### src/rtl/iic_req_arbiter.sv
`default_nettype none
// ============================================================================
// Module  : iic_req_arbiter
// Purpose : Round-robin arbiter sharing one IIC byte master between NUM_REQ
//           register-access clients. Forwards one transaction at a time,
//           returns ack/data to the winner, and aborts a transaction with an
//           error pulse when the master never acknowledges.
// Rev     : 1.0  initial release
// ============================================================================
module iic_req_arbiter #(
  parameter int NUM_REQ = 3,
  parameter int TIMEOUT = 200000,
  parameter int TO_W    = 18,
  parameter int HOLDOFF = 2
) (
  input  logic                   clk,
  input  logic                   rst_n,
  input  logic [NUM_REQ-1:0]     i_req_wr,
  input  logic [NUM_REQ-1:0]     i_req_rd,
  input  logic [8*NUM_REQ-1:0]   i_req_addr,
  input  logic [8*NUM_REQ-1:0]   i_req_wrdb,
  output logic [NUM_REQ-1:0]     o_req_ack,
  output logic [NUM_REQ-1:0]     o_req_err,
  output logic [7:0]             o_req_rddb,
  output logic [NUM_REQ-1:0]     o_gnt,
  output logic                   o_busy,
  output logic                   o_iicwr_req,
  output logic                   o_iicrd_req,
  output logic [7:0]             o_iic_addr,
  output logic [7:0]             o_iic_wrdb,
  input  logic [7:0]             i_iic_rddb,
  input  logic                   i_iic_ack
);

  localparam int c_IDX_W = $clog2(NUM_REQ);
  localparam int c_HO_W  = $clog2(HOLDOFF + 1);
  localparam logic [c_IDX_W-1:0] c_IDX_LAST = c_IDX_W'(NUM_REQ - 1);
  localparam logic [TO_W-1:0]    c_TO_LAST  = TO_W'(TIMEOUT - 1);
  localparam logic [c_HO_W-1:0]  c_HO_LAST  = c_HO_W'(HOLDOFF - 1);

  typedef enum logic [1:0] {
    S_IDLE  = 2'd0,
    S_GRANT = 2'd1,
    S_HOLD  = 2'd2
  } state_t;

  state_t               r_state, w_state_nxt;
  logic [NUM_REQ-1:0]   r_gnt, w_gnt_nxt;
  logic                 r_wr, w_wr_nxt;
  logic                 r_rd, w_rd_nxt;
  logic [7:0]           r_addr, w_addr_nxt;
  logic [7:0]           r_wrdb, w_wrdb_nxt;
  logic [c_IDX_W-1:0]   r_ptr, w_ptr_nxt;
  logic [c_IDX_W-1:0]   r_idx, w_idx_nxt;
  logic [TO_W-1:0]      r_to_cnt, w_to_nxt;
  logic [c_HO_W-1:0]    r_ho_cnt, w_ho_nxt;

  logic [NUM_REQ-1:0]   w_pend;
  logic                 w_found;
  logic [c_IDX_W-1:0]   w_sel;
  logic [7:0]           w_addr_arr [NUM_REQ];
  logic [7:0]           w_wrdb_arr [NUM_REQ];

  assign w_pend = i_req_wr | i_req_rd;

  // Split the flat per-client buses into byte lanes
  for (genvar k = 0; k < NUM_REQ; k++) begin : g_slice
    assign w_addr_arr[k] = i_req_addr[8*k +: 8];
    assign w_wrdb_arr[k] = i_req_wrdb[8*k +: 8];
  end

  // Round-robin search: first pending client starting at r_ptr, wrapping
  always_comb begin
    w_found = 1'b0;
    w_sel   = '0;
    for (int i = 0; i < NUM_REQ; i++) begin
      int c;
      c = int'(r_ptr) + i;
      if (c >= NUM_REQ) c = c - NUM_REQ;
      if (!w_found && w_pend[c[c_IDX_W-1:0]]) begin
        w_found = 1'b1;
        w_sel   = c[c_IDX_W-1:0];
      end
    end
  end

  // Next-state, captured transaction and per-client ack/err pulses
  always_comb begin
    w_state_nxt = r_state;
    w_gnt_nxt   = r_gnt;
    w_wr_nxt    = r_wr;
    w_rd_nxt    = r_rd;
    w_addr_nxt  = r_addr;
    w_wrdb_nxt  = r_wrdb;
    w_ptr_nxt   = r_ptr;
    w_idx_nxt   = r_idx;
    w_to_nxt    = r_to_cnt;
    w_ho_nxt    = r_ho_cnt;
    o_req_ack   = '0;
    o_req_err   = '0;
    case (r_state)
      S_IDLE: begin
        if (w_found) begin
          w_state_nxt = S_GRANT;
          w_gnt_nxt   = NUM_REQ'(1) << w_sel;
          // A client asserting both strobes gets a write
          w_wr_nxt    = i_req_wr[w_sel];
          w_rd_nxt    = i_req_rd[w_sel] & ~i_req_wr[w_sel];
          w_addr_nxt  = w_addr_arr[w_sel];
          w_wrdb_nxt  = w_wrdb_arr[w_sel];
          w_idx_nxt   = w_sel;
          w_to_nxt    = '0;
        end
      end
      S_GRANT: begin
        if (i_iic_ack || (r_to_cnt == c_TO_LAST)) begin
          // Ack has priority over a timeout landing in the same cycle
          if (i_iic_ack) o_req_ack = r_gnt;
          else           o_req_err = r_gnt;
          w_state_nxt = S_HOLD;
          w_gnt_nxt   = '0;
          w_wr_nxt    = 1'b0;
          w_rd_nxt    = 1'b0;
          w_addr_nxt  = '0;
          w_wrdb_nxt  = '0;
          w_ptr_nxt   = (r_idx == c_IDX_LAST) ? '0 : r_idx + 1'b1;
          w_to_nxt    = '0;
          w_ho_nxt    = '0;
        end else begin
          w_to_nxt = r_to_cnt + 1'b1;
        end
      end
      S_HOLD: begin
        // Let the finished client retract its request before re-arbitrating
        if (r_ho_cnt == c_HO_LAST) begin
          w_state_nxt = S_IDLE;
          w_ho_nxt    = '0;
        end else begin
          w_ho_nxt = r_ho_cnt + 1'b1;
        end
      end
      default: w_state_nxt = S_IDLE;
    endcase
  end

  // State and datapath registers; reset drops the master request at once
  always_ff @(posedge clk or negedge rst_n) begin
    if (!rst_n) begin
      r_state  <= S_IDLE;
      r_gnt    <= '0;
      r_wr     <= 1'b0;
      r_rd     <= 1'b0;
      r_addr   <= '0;
      r_wrdb   <= '0;
      r_ptr    <= '0;
      r_idx    <= '0;
      r_to_cnt <= '0;
      r_ho_cnt <= '0;
    end else begin
      r_state  <= w_state_nxt;
      r_gnt    <= w_gnt_nxt;
      r_wr     <= w_wr_nxt;
      r_rd     <= w_rd_nxt;
      r_addr   <= w_addr_nxt;
      r_wrdb   <= w_wrdb_nxt;
      r_ptr    <= w_ptr_nxt;
      r_idx    <= w_idx_nxt;
      r_to_cnt <= w_to_nxt;
      r_ho_cnt <= w_ho_nxt;
    end
  end

  assign o_gnt       = r_gnt;
  assign o_busy      = (r_state != S_IDLE);
  assign o_iicwr_req = r_wr;
  assign o_iicrd_req = r_rd;
  assign o_iic_addr  = r_addr;
  assign o_iic_wrdb  = r_wrdb;
  // Read data is a plain broadcast; clients qualify it with their ack
  assign o_req_rddb  = i_iic_rddb;

endmodule
`default_nettype wire

### config.mk
export PLATFORM = sky130hd
export DESIGN_NAME = iic_req_arbiter
export DESIGN_NICKNAME = d
export VERILOG_FILES = /design/src/rtl/iic_req_arbiter.sv
export SDC_FILE = /design/constraint.sdc
export NUM_CORES = 1
export LEC_CHECK = 0
export CAP_MARGIN = 20
export CORE_MARGIN = 2
export CORE_UTILIZATION = 40
export CTS_CLUSTER_DIAMETER = 80
export DETAILED_ROUTE_END_ITERATION = 16
export PLACE_DENSITY_LB_ADDON = 0.2
export SETUP_SLACK_MARGIN = 0.3
export SYNTH_ARGS = -nofsm -noshare
export SYNTH_HDL_FRONTEND = slang
export SYNTH_SLANG_ARGS = --single-unit
### constraint.sdc
create_clock -name clk -period 2.01 [get_ports clk]
set_input_delay 0.201 -clock clk [delete_from_list [all_inputs] [get_ports clk]]
set_output_delay 0.201 -clock clk [all_outputs]
set_load 0.02 [all_outputs]
== Word-level counts from Yosys, hierarchy flattened ==
Cells that the tools add are included.

* Output and inout bits: 36
* Input port bits: 65
* Flip-flop bits (word level): 47
* Word-level logic and storage cells: 109

* Eq/ne operators: 8
* Mux-type cells: 55
* Bitwise gates (word level): 4
* Add/subtract/negate cells: 8
* Magnitude comparators: 8
* Shift-type cells: 1
* Reduce and logical (&&, ||, !) cells: 15

{| class="wikitable"
|+ Operator list
! kind !! number
|-
| 8-bit two-way mux || 7
|-
| 18-bit two-way mux || 2
|-
| 18-bit one-hot mux with 2 select lines || 1
|-
| 8-bit binary-select mux with 2-bit select || 2
|-
| 8-bit one-hot mux with 2 select lines || 2
|-
| 2-bit two-way mux || 12
|-
| 3-bit two-way mux || 8
|-
| 18-bit by 1-bit adder with 18-bit output (second input constant) || 1
|-
| 18-bit == test (second input constant) || 1
|-
| 2-bit by 3-bit < comparator with 1-bit output (second input constant) || 4
|-
| 1-bit two-way mux || 11
|-
| 1-bit binary-select mux with 2-bit select || 5
|-
| 2-bit AND reduction || 4
|-
| 3-bit by 2-bit greater-or-equal comparator with 1-bit output (second input constant) || 2
|-
| 2-bit inequality test (second input constant) || 3
|-
| 2-bit one-hot mux with 3 select lines || 1
|-
| 3-bit one-hot mux with 2 select lines || 1
|-
| 3-bit AND reduction || 2
|-
| 2-bit nonzero test || 3
|-
| 2-bit subtractor (second input constant) || 3
|-
| 2-bit by 1-bit adder with 2-bit output (second input constant) || 2
|-
| 2-bit by 1-bit == test with 1-bit output (second input constant) || 2
|-
| 2-bit == test (second input constant) || 2
|-
| 1-bit one-hot mux with 2 select lines || 2
|-
| 14 further kinds || 16
|}

== Depth between registers and ports, before layout ==
Gate-level depths: netlist (run 1).

* Depth after elaboration: 17
* Mapped depth: 11
* Gate-level depth less buffers: 9

== Worst setup path before layout (run 1) ==
No wires, ideal clock.

* Path type: register -> output
* Start point: register r_to_cnt[9]
* End point: output port o_req_err[0]
* Arrival: 2.203 ns
* Cell stages (with the launch flop): 7
* Setup slack: -0.394 ns
* Required time: 1.809 ns
* Buffers on the path: 1
* Path through: dfrtp_1 > or4_4 > nor3_4 > a31oi_4 > nand2b_4 > clkbuf_1 > nor3b_1

* Cells in the longest elaborated chain, start to end: 4

{| class="wikitable"
|+ RTL lines
! item !! RTL line !! source
|-
| from (decl) || 55 || <nowiki>logic [TO_W-1:0] r_to_cnt, w_to_nxt;</nowiki>
|-
| from (signal assigned) || 168 || <nowiki>r_to_cnt <= w_to_nxt;</nowiki>
|-
| 18-bit == test || 116 || <nowiki>if (i_iic_ack || (r_to_cnt == c_TO_LAST)) begin</nowiki>
|-
| 1-bit logical OR || 116 ||
|-
| 3-bit two-way mux || 116 ||
|-
| 3-bit two-way mux || 101 || <nowiki>case (r_state)</nowiki>
|-
| to (decl) || 23 || <nowiki>output logic [NUM_REQ-1:0] o_req_err,</nowiki>
|}

Every way passes these cells.

== Worst setup path after layout (run 1) ==
* Start point: register r_ptr[0]
* End point: register r_to_cnt[15]

* Cells in the longest elaborated chain, start to end: 13
* Elaborated cells between the ends (all ways): 26
* Those cells by class: add/sub (5); order compare (3); eq/ne (1); mux (12); reduce/logical (5)

{| class="wikitable"
|+ RTL lines
! item !! RTL line !! source
|-
| from (decl) || 53 || <nowiki>logic [c_IDX_W-1:0] r_ptr, w_ptr_nxt;</nowiki>
|-
| from (signal assigned) || 166 || <nowiki>r_ptr <= w_ptr_nxt;</nowiki>
|-
| parallel branches: the longest is 10 deep, another holds 2-bit by 1-bit adder with 3-bit output || -- ||
|-
| 1-bit two-way mux * || 80 || <nowiki>if (!w_found && w_pend[c[c_IDX_W-1:0]]) begin</nowiki>
|-
| 2-bit inequality test (no source line) * || -- ||
|-
| 2-bit AND reduction (no source line) * || -- ||
|}

Every way passes the cells marked *. The select of a mux whose other input is x is not followed.
A chain may end at the register's enable or synchronous reset.

==> flow_summary_export.csv, run 1 <==
group,metric,value,unit
grt,grt_pass1_vias,2863,
timing,finalHoldViolCount,0,
setup_path,cp.arrival,2.48,ns
detailed_routing,drt-met1-wl,4.17,mm
clock_network,cts_inserted_buffers,5,
grt,grt_max_degree,48,
logic_synthesis,yosysWarnings,0,
logic_synthesis,syn_area,0.00273,mm^2
clock_network,clkTransAtPathRegs,0.09,ns
logic_synthesis,syn_inst,286,
detailed_routing,routed_wl,9.60,mm
timing,setup-violations-final,44,
grt,grt_overflow,0,
logic_synthesis,synth_seq_cells,47,
floorplan,die_area,0.00751,mm^2
clock_network,clock-root-buffer,"clkbuf_8",
timing,fmax,439,MHz
logic_synthesis,synth-main-ff-cell,"dfrtp_1",
run,cap_viol_max_count,0,
placed_design,place_congestion,0.901,
logic_synthesis,synthArstFlopShare,100,%
setup_path,cp.required,2.21,ns
grt,grt_use_total,24.6,%
cells_and_area,fin_area,0.00494,mm^2
timing,final_max_slew_viol_count,0,
timing,setup_slack,-0.270,ns
clock_network,clock_path_buffers,2,
placed_design,port-buffer-count,84,
grt,grt_pass1_wl,14.3,mm
detailed_routing,dr.first_iter.drc_count,186,
detailed_routing,wl_met2,4.96,mm
detailed_routing,wl_per_cell,18.7,um
grt,antenna_found_initial,0,
timing,worstMarginPinSlew,0.604,ns
floorplan,initial_core_util,40.7,%
detailed_routing,dr_wl_met3,347,um
placed_design,dp_hpwl,5.70,mm
detailed_routing,drc_errors,0,
clock_network,tritoncts,"done",
setup_path,start_kind,"flop",
detailed_routing,top_layer,"met4",
timing,period_needed,2.28,ns
timing,fin_skew,0.00778,ns
clock_network,clkLatencyLatePin,0.31,ns
setup_path,crit_fanout,6,
logic_synthesis,avgSynthCellArea,9.56,um^2
power,p_leak,0.00211,uW
detailed_routing,vias_per_cell,5.65,
cells_and_area,diodes,0,
floorplan,io_pins,101,
logic_synthesis,postSynthNetCount,355,
logic_synthesis,synth_edf_count,0,
clock_network,cts_sinks,47,
floorplan,core,0.00672,mm^2
floorplan,die_y,86.7,um
hold_path,hp-class,"input port to output port",
timing,finalCritPeriodShare,113,%
detailed_routing,vias,2898,
timing,whs,0.402,ns
outcome,violations,"setup timing",
power,vdd_drop_max,0.000882,V
cells_and_area,area_delta_synth_final,80.8,%
placed_design,postPlaceCellArea,0.00403,mm^2
setup_path,path_class,"flop to flop",
detailed_routing,ant_nets,0,
floorplan,rows,30,
outcome,outcome,"finished, violations left",
detailed_routing,drt-pass1-iter-count,4,
cells_and_area,drive_gt1_share,44.1,%
cells_and_area,nets,502,
timing,rsz0062_at_grt,"yes",
logic_synthesis,ys_seq_area_share,43.0,%
power,p_per_area,1540,mW/mm^2
logic_synthesis,synthDistinctLibCells,52,
floorplan,die_w,86.7,um
timing,relSlewSlack,59.7,%
clock_network,h-tree-depth,2,
setup_path,cp-end-kind,"flop",
==> through the flow <==
stage               worst slack, ns  TNS (ns)  instances  util (%)  power, uW
floorplan                   -0.0775    -0.672        286         -       3630
global placement             -0.369     -6.56        477      60.0       4870
detailed placement           -0.393     -8.14        477      60.0       4950
CTS                          -0.252     -4.25        507      67.5       6640
global route                 -0.347    -12.66        513      73.6       7960
finish                       -0.270     -9.09        513      73.6       7590
==> final cells by class <==
cell class	instances	area, um^2
Fill cell	448	1780
Timing Repair Buffer	161	1590
Sequential cell	47	1180
Multi-Input combinational cell	211	1960
Clock inverter	1	5.00
Tap cell	80	100
Clock buffer	6	82.6
Inverter	7	26.3
==> routing by layer <==
metal,track usage (%),up-vias
li1,-,1360
met1,31.7,1452
met2,41.9,74
met3,4.38,12
met4,7.67,0
met5,0,-
==> kinds of logic (layout without fill, tap and decap cells) <==
group	count (synthesis)	count (layout)	share of synthesized area, %
AO/OA/AOI/OAI	97	97	23.6
adder cells (fa/ha/maj)	4	4	1.83
buffers and inverters	31	175	6.54
AND/OR/NAND/NOR	86	89	17.4
multiplexers	18	18	6.64
XOR/XNOR	3	3	0.961
flip-flops	47	47	43.0
==> path summary, 6_finish.rpt <==
path                                                 from                         to  slack (ns)  depth (start not counted)
worst max-delay path                 r_ptr[0]$_DFFE_PN0P_   r_to_cnt[15]$_DFFE_PN0P_       -0.27                         11
max in group asynchronous                           rst_n  o_iic_wrdb[3]$_DFFE_PN0P_        1.08                          3
worst min-delay path                        i_iic_rddb[6]              o_req_rddb[6]        0.40                          0
min in group asynchronous                           rst_n    r_to_cnt[4]$_DFFE_PN0P_        0.51                          3
worst max register to register       r_ptr[0]$_DFFE_PN0P_   r_to_cnt[15]$_DFFE_PN0P_       -0.27                         11
worst min register to register  o_iic_wrdb[5]$_DFFE_PN0P_  o_iic_wrdb[5]$_DFFE_PN0P_        0.51                          2
==> registers in the layout (all words and copies together) (netlist names) <==
register and cells:
o_gnt 3, r_state 2, r_to_cnt 18, o_iicwr_req 1, r_ptr 2, o_iicrd_req 1, o_iic_wrdb 8, r_ho_cnt 2
r_idx 2, o_iic_addr 8
==> report_power, final <==
part / switching [uW] / internal, uW
combinational: 2730 / 2820
clock: 327 / 271
sequential: 209 / 1230
==> cells in the mapped netlist (2+ instances only) <==
cell type  number  area share [%]
a211oi_1        2            0.55
a21oi_1         6             1.1
a22o_1          2            0.64
a32oi_1        16             5.1
and3_1          8             1.8
buf_2           5            0.92
buf_4          11             3.0
buf_6           2            0.82
clkbuf_1        6            0.82
dfrtp_1        47              43
ha_1            4             1.8
inv_1           7            0.96
mux2i_1        17             6.2
nand2_1        19             2.6
nand2b_1        3            0.69
nand3_1         8             1.5
nand4_1         2            0.46
nor2_1         19             2.6
nor2b_1         4            0.92
nor3_1          4            0.73
nor3b_1         4             1.1
o21a_1          2            0.55
o21ai_0        26             4.8
o21ai_1        21             3.8
o21bai_1        2            0.55
o31ai_1         9             2.5
o41ai_1         3            0.96
xnor2_1         3            0.96
==> layout by cell type, fill, tap and decap left out, types with 5 or more instances in the layout <==
cell	netlist	final
a32oi_1	16	5
a32oi_2	0	11
and3_1	8	7
buf_4	11	54
buf_6	2	16
clkbuf_8	0	6
clkdlybuf4s50_1	0	76
dfrtp_1	47	47
inv_1	7	5
mux2i_1	17	13
nand2_1	19	11
nand2_2	1	5
nand3_1	8	8
nor2_1	19	17
o21ai_1	21	13
o21ai_2	0	27
o21ai_4	0	5
==> critical path: stages, from the launching register on <==
cell	delay, ns
dfrtp_1	0.42
buf_6	0.13
ha_4	0.19
nand2b_4	0.14
a21o_1	0.18
nand4_4	0.19
buf_6	0.18
o31ai_4	0.31
buf_4	0.18
buf_12	0.12
o21ai_2	0.06
o41ai_2	0.06
==> what timing repair did <==
action                                 4_1_cts  5_1_grt
setup endpoints to repair                   54       53
resized for setup                           85       73
endpoints found under the hold margin       19        0
buffers inserted                            16        5
hold buffers                                 1        0
cloned                                       6        1
pin swaps                                   19       27
Power figures use the tool's default switching activity.
==> inputs of run 2 (changes only) <==
- PLACE_DENSITY: unset -> 0.82
- PLACE_DENSITY_LB_ADDON: 0.2 -> unset
==> run 2 against run 1 <==
Effect of this change:
- the run ends with hold timing, setup timing left
- total power up 3.8%
- non-clock buffer count up 9
- combinational power up 2%
- clock-buffer cell count unchanged
- die area unchanged
- global-route usage up 3.6 points
- register-to-register slack worse by 0.06 ns
- cell area up 0.94%
- critical path depth down 3
- via count up 10%
- utilization up 0.69 points
- largest cell class unchanged
==> flow_summary_export.csv, run 2 (same netlist as run 1, synthesis figures left out) <==
group,metric,value,unit
detailed_routing,dr.first_iter.drc_count,256,
setup_path,start_kind,"flop",
cells_and_area,seq_area,0.00118,mm^2
clock_network,clkLatencyLatePin,0.31,ns
grt,grt_pass1_vias,3186,
power,switching_share,42.5,%
outcome,violations,"hold timing, setup timing",
cells_and_area,regMostFlops,"r_to_cnt",
floorplan,die_w,86.7,um
grt,grt_max_degree,48,
clock_network,cts_hold_buf,0,
power,p_total,7870,uW
hold_path,hp-class,"input port to async pin",
timing,finalHoldViolCount,19,
grt,antenna_found_initial,0,
placed_design,dp_hpwl,6.24,mm
timing,fin_skew,0.0129,ns
timing,worstMarginPinSlew,0.630,ns
cells_and_area,nets,511,
setup_path,path_delay_family,"simple AND/OR/NAND/NOR gates",
timing,setup-violations-final,44,
setup_path,crit_chain,"or4_4 -> nor3_4 -> a31oi_4 -> nand2b_4 -> buf_4 -> and2_4 -> a32oi_1 -> o21ai_1",
setup_path,critPathBufInv,1,
floorplan,core,0.00672,mm^2
cells_and_area,multi_input_area,0.00189,mm^2
clock_network,clock_path_buffers,2,
setup_path,cp.required,2.20,ns
detailed_routing,drc_errors,0,
timing,finalCritPeriodShare,116,%
cells_and_area,area_delta_synth_final,82.5,%
placed_design,port-buffer-count,84,
detailed_routing,drt-pass1-iter-count,5,
placed_design,post-place-ws,-0.376,ns
clock_network,clock-root-buffer,"clkbuf_8",
setup_path,crit_fanout,11,
floorplan,die_y,86.7,um
power,seq_power_share,18.7,%
setup_path,path_class,"flop to flop",
power,power_switching,3350,uW
power,p_per_area,1580,mW/mm^2
cells_and_area,final_cell_mix,"clkdlybuf4s50_1, buf_4, dfrtp_1",
grt,top_usage_layer,"met2",
power,pwr-share-clk,9.4,%
detailed_routing,vias_per_cell,6.10,
grt,grt_pass1_wl,16.3,mm
setup_path,cp-end-kind,"flop",
power,intPower,4530,uW
clock_network,tritoncts,"done",
outcome,outcome,"finished, violations left",
power,vdd_drop_max,0.000964,V
cells_and_area,drive_gt1_share,41.3,%
placed_design,dpl.cell_count,476,
floorplan,die_area,0.00751,mm^2
floorplan,initial_core_util,40.7,%
clock_network,h-tree-depth,2,
detailed_routing,routed_wl,11.7,mm
run,cap_viol_max_count,0,
grt,grt_overflow,0,
setup_path,ff2ff_setup_slack,-0.33,ns
floorplan,io_pins,101,
cells_and_area,num-fill-cells,387,
grt,grt_use_met2,48.6,%
clock_network,clkTransAtPathRegs,0.10,ns
power,power_frac_comb,71.9,%
detailed_routing,ant_nets,0,
cells_and_area,post-route-util,74.2,%
timing,relSlewSlack,58.0,%
cells_and_area,layout.cells.non_filler,523,
clock_network,cts_inserted_buffers,5,
power,p_leak,0.00214,uW
timing,final_max_slew_viol_count,0,
setup_path,critPathSlowestCell,"or4_4",
cells_and_area,diodes,0,
timing,rsz0062_at_grt,"yes",
setup_path,crit_path_max_incr_delay,0.54,ns
floorplan,rows,30,
timing,setup_slack,-0.329,ns
clock_network,cts_sinks,47,
timing,whs,-0.0233,ns
cells_and_area,final_common_cell,"clkdlybuf4s50_1",
timing,fmax,428,MHz
detailed_routing,wl_per_cell,22.4,um
setup_path,cp.arrival,2.53,ns
timing,period_needed,2.34,ns
placed_design,place_congestion,0.955,
cells_and_area,largest_reg_flops,18,
detailed_routing,vias,3189,
grt,grt_use_total,28.1,%
grt,use_met1,34.3,%
grt,use_met3,4.48,%
-- run 2: changes by cell type in the layout (fill, tap and decap cells not counted), sizes merged --
cell / previous run / this run
clkbuf: 8 / 6
dlygate4sd3: 1 / 0
buf: 80 / 92
bufinv: 0 / 1
-- run 2: path summary, 6_finish.rpt --
| path | end | depth (start not counted) | start |
|---|---|---|---|
| worst min-delay path | o_iic_addr[6]$_DFFE_PN0P_ | 2 | rst_n |
| worst max-delay path | o_iic_addr[7]$_DFFE_PN0P_ | 8 | r_to_cnt[13]$_DFFE_PN0P_ |
| min in group clk | o_req_rddb[0] | 0 | i_iic_rddb[0] |
| max in group asynchronous | r_state[1]$_DFFE_PN0P_ | 2 | rst_n |
| worst max register to register | o_iic_addr[7]$_DFFE_PN0P_ | 8 | r_to_cnt[13]$_DFFE_PN0P_ |
| worst min register to register | o_iic_wrdb[0]$_DFFE_PN0P_ | 2 | o_iic_wrdb[0]$_DFFE_PN0P_ |
-- run 2: cell type report --
type | instances | share of cell area [%]
clock buffer | 6 | 1.66
timing repair buffer | 170 | 33.6
multi-input combinational | 211 | 37.9
clock inverter | 2 | 0.702
sequential | 47 | 23.6
tap | 80 | 2.01
inverter | 7 | 0.527
-- run 2: power groups by stage --
stage,Sequential [uW],Clock (uW),Combinational [uW]
2_1_floorplan,1630,0,2000
3_3_place_gp,1410,0,3390
3_5_place_dp,1430,0,3510
4_1_cts,1430,716,4960
5_1_grt,1480,786,5920
6_report,1470,742,5660
-- run 2: repair_timing --
item,in CTS,in global routing
buffers inserted,21,11
pin swaps,24,12
gates cloned,7,0
setup endpoints to repair,54,53
gates resized for setup,107,39
-- run 2: routing by layer --
metal,vias to the layer above,routed length (um)
met2,188,6040
met5,-,0
met1,1562,4310
met3,52,738
li1,1387,-
met4,0,609
-- run 2: through the flow --
step | TNS [ns] | instance area, um^2
after floorplan | -0.672 | 2880
after global placement | -5.37 | 4010
after detailed placement | -8.45 | 4010
after CTS | -5.26 | 4740
after global routing | -11.68 | 4990
final | -8.24 | 4990
-- run 2: worst register-to-register path: stages (launching register included) --
cell      delay, ns
dfrtp_1        0.41
or4_4          0.54
nor3_4         0.16
a31oi_4        0.11
nand2b_4       0.20
buf_4          0.21
and2_4         0.21
a32oi_1        0.26
o21ai_1        0.13
==> inputs of run 3 (changes only) <==
- CORE_UTILIZATION: 40 -> 45
- PLACE_DENSITY: 0.82 -> 0.87
- clock period: 2.01 -> 2.17 ns (I/O delays scaled with it)
==> run 3 against run 2 <==
Effect of this change:
- the run still ends with hold timing, setup timing left
- sequential power is 5% lower
- sequential cell count did not move
- clock skew rose by 0.0030 ns
- critical path depth up 2
- global-route usage increased by 4.9 points
- die area is 11% lower
- sequential share of layout area fell by 0.82 points
- highest routed layer unchanged
==> flow_summary_export.csv, run 3 (same netlist as run 1, synthesis figures left out) <==
group,metric,value,unit
setup_path,cp-end-kind,"flop",
floorplan,die_w,81.9,um
cells_and_area,layout.cells.non_filler,513,
detailed_routing,vias,3375,
floorplan,core,0.00589,mm^2
grt,use_met3,6.37,%
cells_and_area,largest_reg_flops,18,
floorplan,die_y,81.9,um
setup_path,cp.required,2.35,ns
grt,top_usage_layer,"met2",
setup_path,start_kind,"flop",
grt,antenna_found_initial,0,
clock_network,clkLatencyLatePin,0.31,ns
floorplan,initial_core_util,46.4,%
placed_design,place_congestion,0.855,
cells_and_area,final_cell_mix,"clkdlybuf4s50_1, dfrtp_1, buf_4",
floorplan,rows,28,
cells_and_area,diodes,0,
timing,relSlewSlack,60.2,%
placed_design,dpl.cell_count,462,
power,p_per_area,1550,mW/mm^2
clock_network,h-tree-depth,2,
detailed_routing,ant_nets,0,
timing,fin_skew,0.0159,ns
grt,grt_max_degree,48,
timing,fin_setup_tns,-4.07,ns
hold_path,hp-class,"input port to async pin",
timing,setup_slack,-0.176,ns
clock_network,cts_sinks,47,
cells_and_area,area_delta_synth_final,89.5,%
timing,period_needed,2.35,ns
setup_path,crit_chain,"inv_2 -> ha_4 -> or3b_4 -> nand4_4 -> buf_6 -> o21ai_4 -> buf_4 -> and2_4 -> a32oi_2 -> o21ai_2",
cells_and_area,drive_gt1_share,45.2,%
timing,fmax,426,MHz
cells_and_area,regMostFlops,"r_to_cnt",
setup_path,path_class,"flop to flop",
detailed_routing,wl_per_cell,25.5,um
timing,setup-violations-final,43,
cells_and_area,post-route-util,88.0,%
clock_network,cts_hold_buf,0,
grt,grt_overflow,0,
run,cap_viol_max_count,0,
clock_network,clock-root-buffer,"clkbuf_8",
setup_path,critPathSlowestCell,"dfrtp_2",
clock_network,clkTransAtPathRegs,0.10,ns
cells_and_area,fin_area,0.00518,mm^2
timing,finalHoldViolCount,3,
detailed_routing,vias_per_cell,6.58,
power,vdd_drop_max,0.00111,V
timing,worstMarginPinSlew,0.597,ns
grt,use_met1,39.1,%
grt,grt_use_total,33.0,%
detailed_routing,dr.first_iter.drc_count,459,
timing,rsz0062_at_grt,"yes",
setup_path,crit_path_max_incr_delay,0.46,ns
floorplan,io_pins,101,
placed_design,postPlaceCellArea,0.00396,mm^2
clock_network,clock_path_buffers,2,
detailed_routing,drt-pass1-iter-count,7,
floorplan,die_area,0.00671,mm^2
timing,whs,-0.00864,ns
detailed_routing,drc_errors,0,
setup_path,crit_fanout,8,
grt,grt_use_met2,55.4,%
clock_network,tritoncts,"done",
placed_design,dp_hpwl,5.86,mm
cells_and_area,nets,507,
setup_path,cp.arrival,2.53,ns
power,p_leak,0.00216,uW
cells_and_area,final_common_cell,"clkdlybuf4s50_1",
timing,finalCritPeriodShare,108,%
outcome,violations,"hold timing, setup timing",
timing,final_max_slew_viol_count,0,
clock_network,cts_inserted_buffers,5,
outcome,outcome,"finished, violations left",
grt,grt_pass1_vias,3182,
detailed_routing,routed_wl,13.1,mm
grt,grt_pass1_wl,16.5,mm
placed_design,port-buffer-count,84,
-- run 3: per-layer routing --
layer  vias up  share of wire [%]
met5         -                  0
met4         0                6.4
met3        82                9.1
met2       297                 50
met1      1620                 35
li1       1376                  -
-- run 3: worst max-delay path: cells and delay by family (launching register included) --
kind / cells / cell delay [ns]
adders and majority gates: 1 / 0.21
DFF: 1 / 0.46
AOI/OAI and AO/OA: 3 / 0.38
and+or+nand+nor: 3 / 0.78
buffers and inverters: 3 / 0.37
-- run 3: worst paths after layout --
kind                                      startpoint                   endpoint  slack, ns  cells past startpoint
hold reg to reg            o_iic_addr[0]$_DFFE_PN0P_  o_iic_addr[0]$_DFFE_PN0P_       0.51                      2
max in group asynchronous                      rst_n       r_ptr[1]$_DFFE_PN0P_       1.74                      2
setup reg to reg                r_ptr[0]$_DFFE_PN0P_  o_iic_wrdb[6]$_DFFE_PN0P_      -0.18                     10
hold / removal                                 rst_n  o_iic_wrdb[0]$_DFFE_PN0P_     -0.009                      2
min in group clk                       i_iic_rddb[6]              o_req_rddb[6]       0.43                      0
setup / recovery                r_ptr[0]$_DFFE_PN0P_  o_iic_wrdb[6]$_DFFE_PN0P_      -0.18                     10
-- run 3: power breakdown --
group          switching (uW)  leakage (uW)  total, uW  internal (uW)
clock                     303     0.0000513        641            338
combinational            2960       0.00150       6030           3070
sequential                244      0.000614       1390           1140
-- run 3: per-stage QoR --
step / setup slack (ns) / total power (uW)
final: -0.176 / 8050
after floorplan: 0.0825 / 3330
after detailed placement: -0.238 / 4590
after CTS: -0.0889 / 6770
after global placement: -0.164 / 4470
after global routing: -0.232 / 8290
-- run 3: layout make-up --
cell class,instances,area (um^2)
inverter,7,26.3
clock inverter,1,30.0
tap,75,93.8
fill,249,706
multi-input combinational,213,2030
timing repair buffer,164,1750
sequential,47,1180
clock buffer,6,72.6
-- run 3: what timing repair did --
action / in CTS / in global routing
buffers inserted: 21 / 13
hold endpoints to repair: 0 / 0
pin swaps: 34 / 18
gates cloned: 9 / 1
gates resized for setup: 124 / 67
endpoints found under the setup margin: 50 / 52
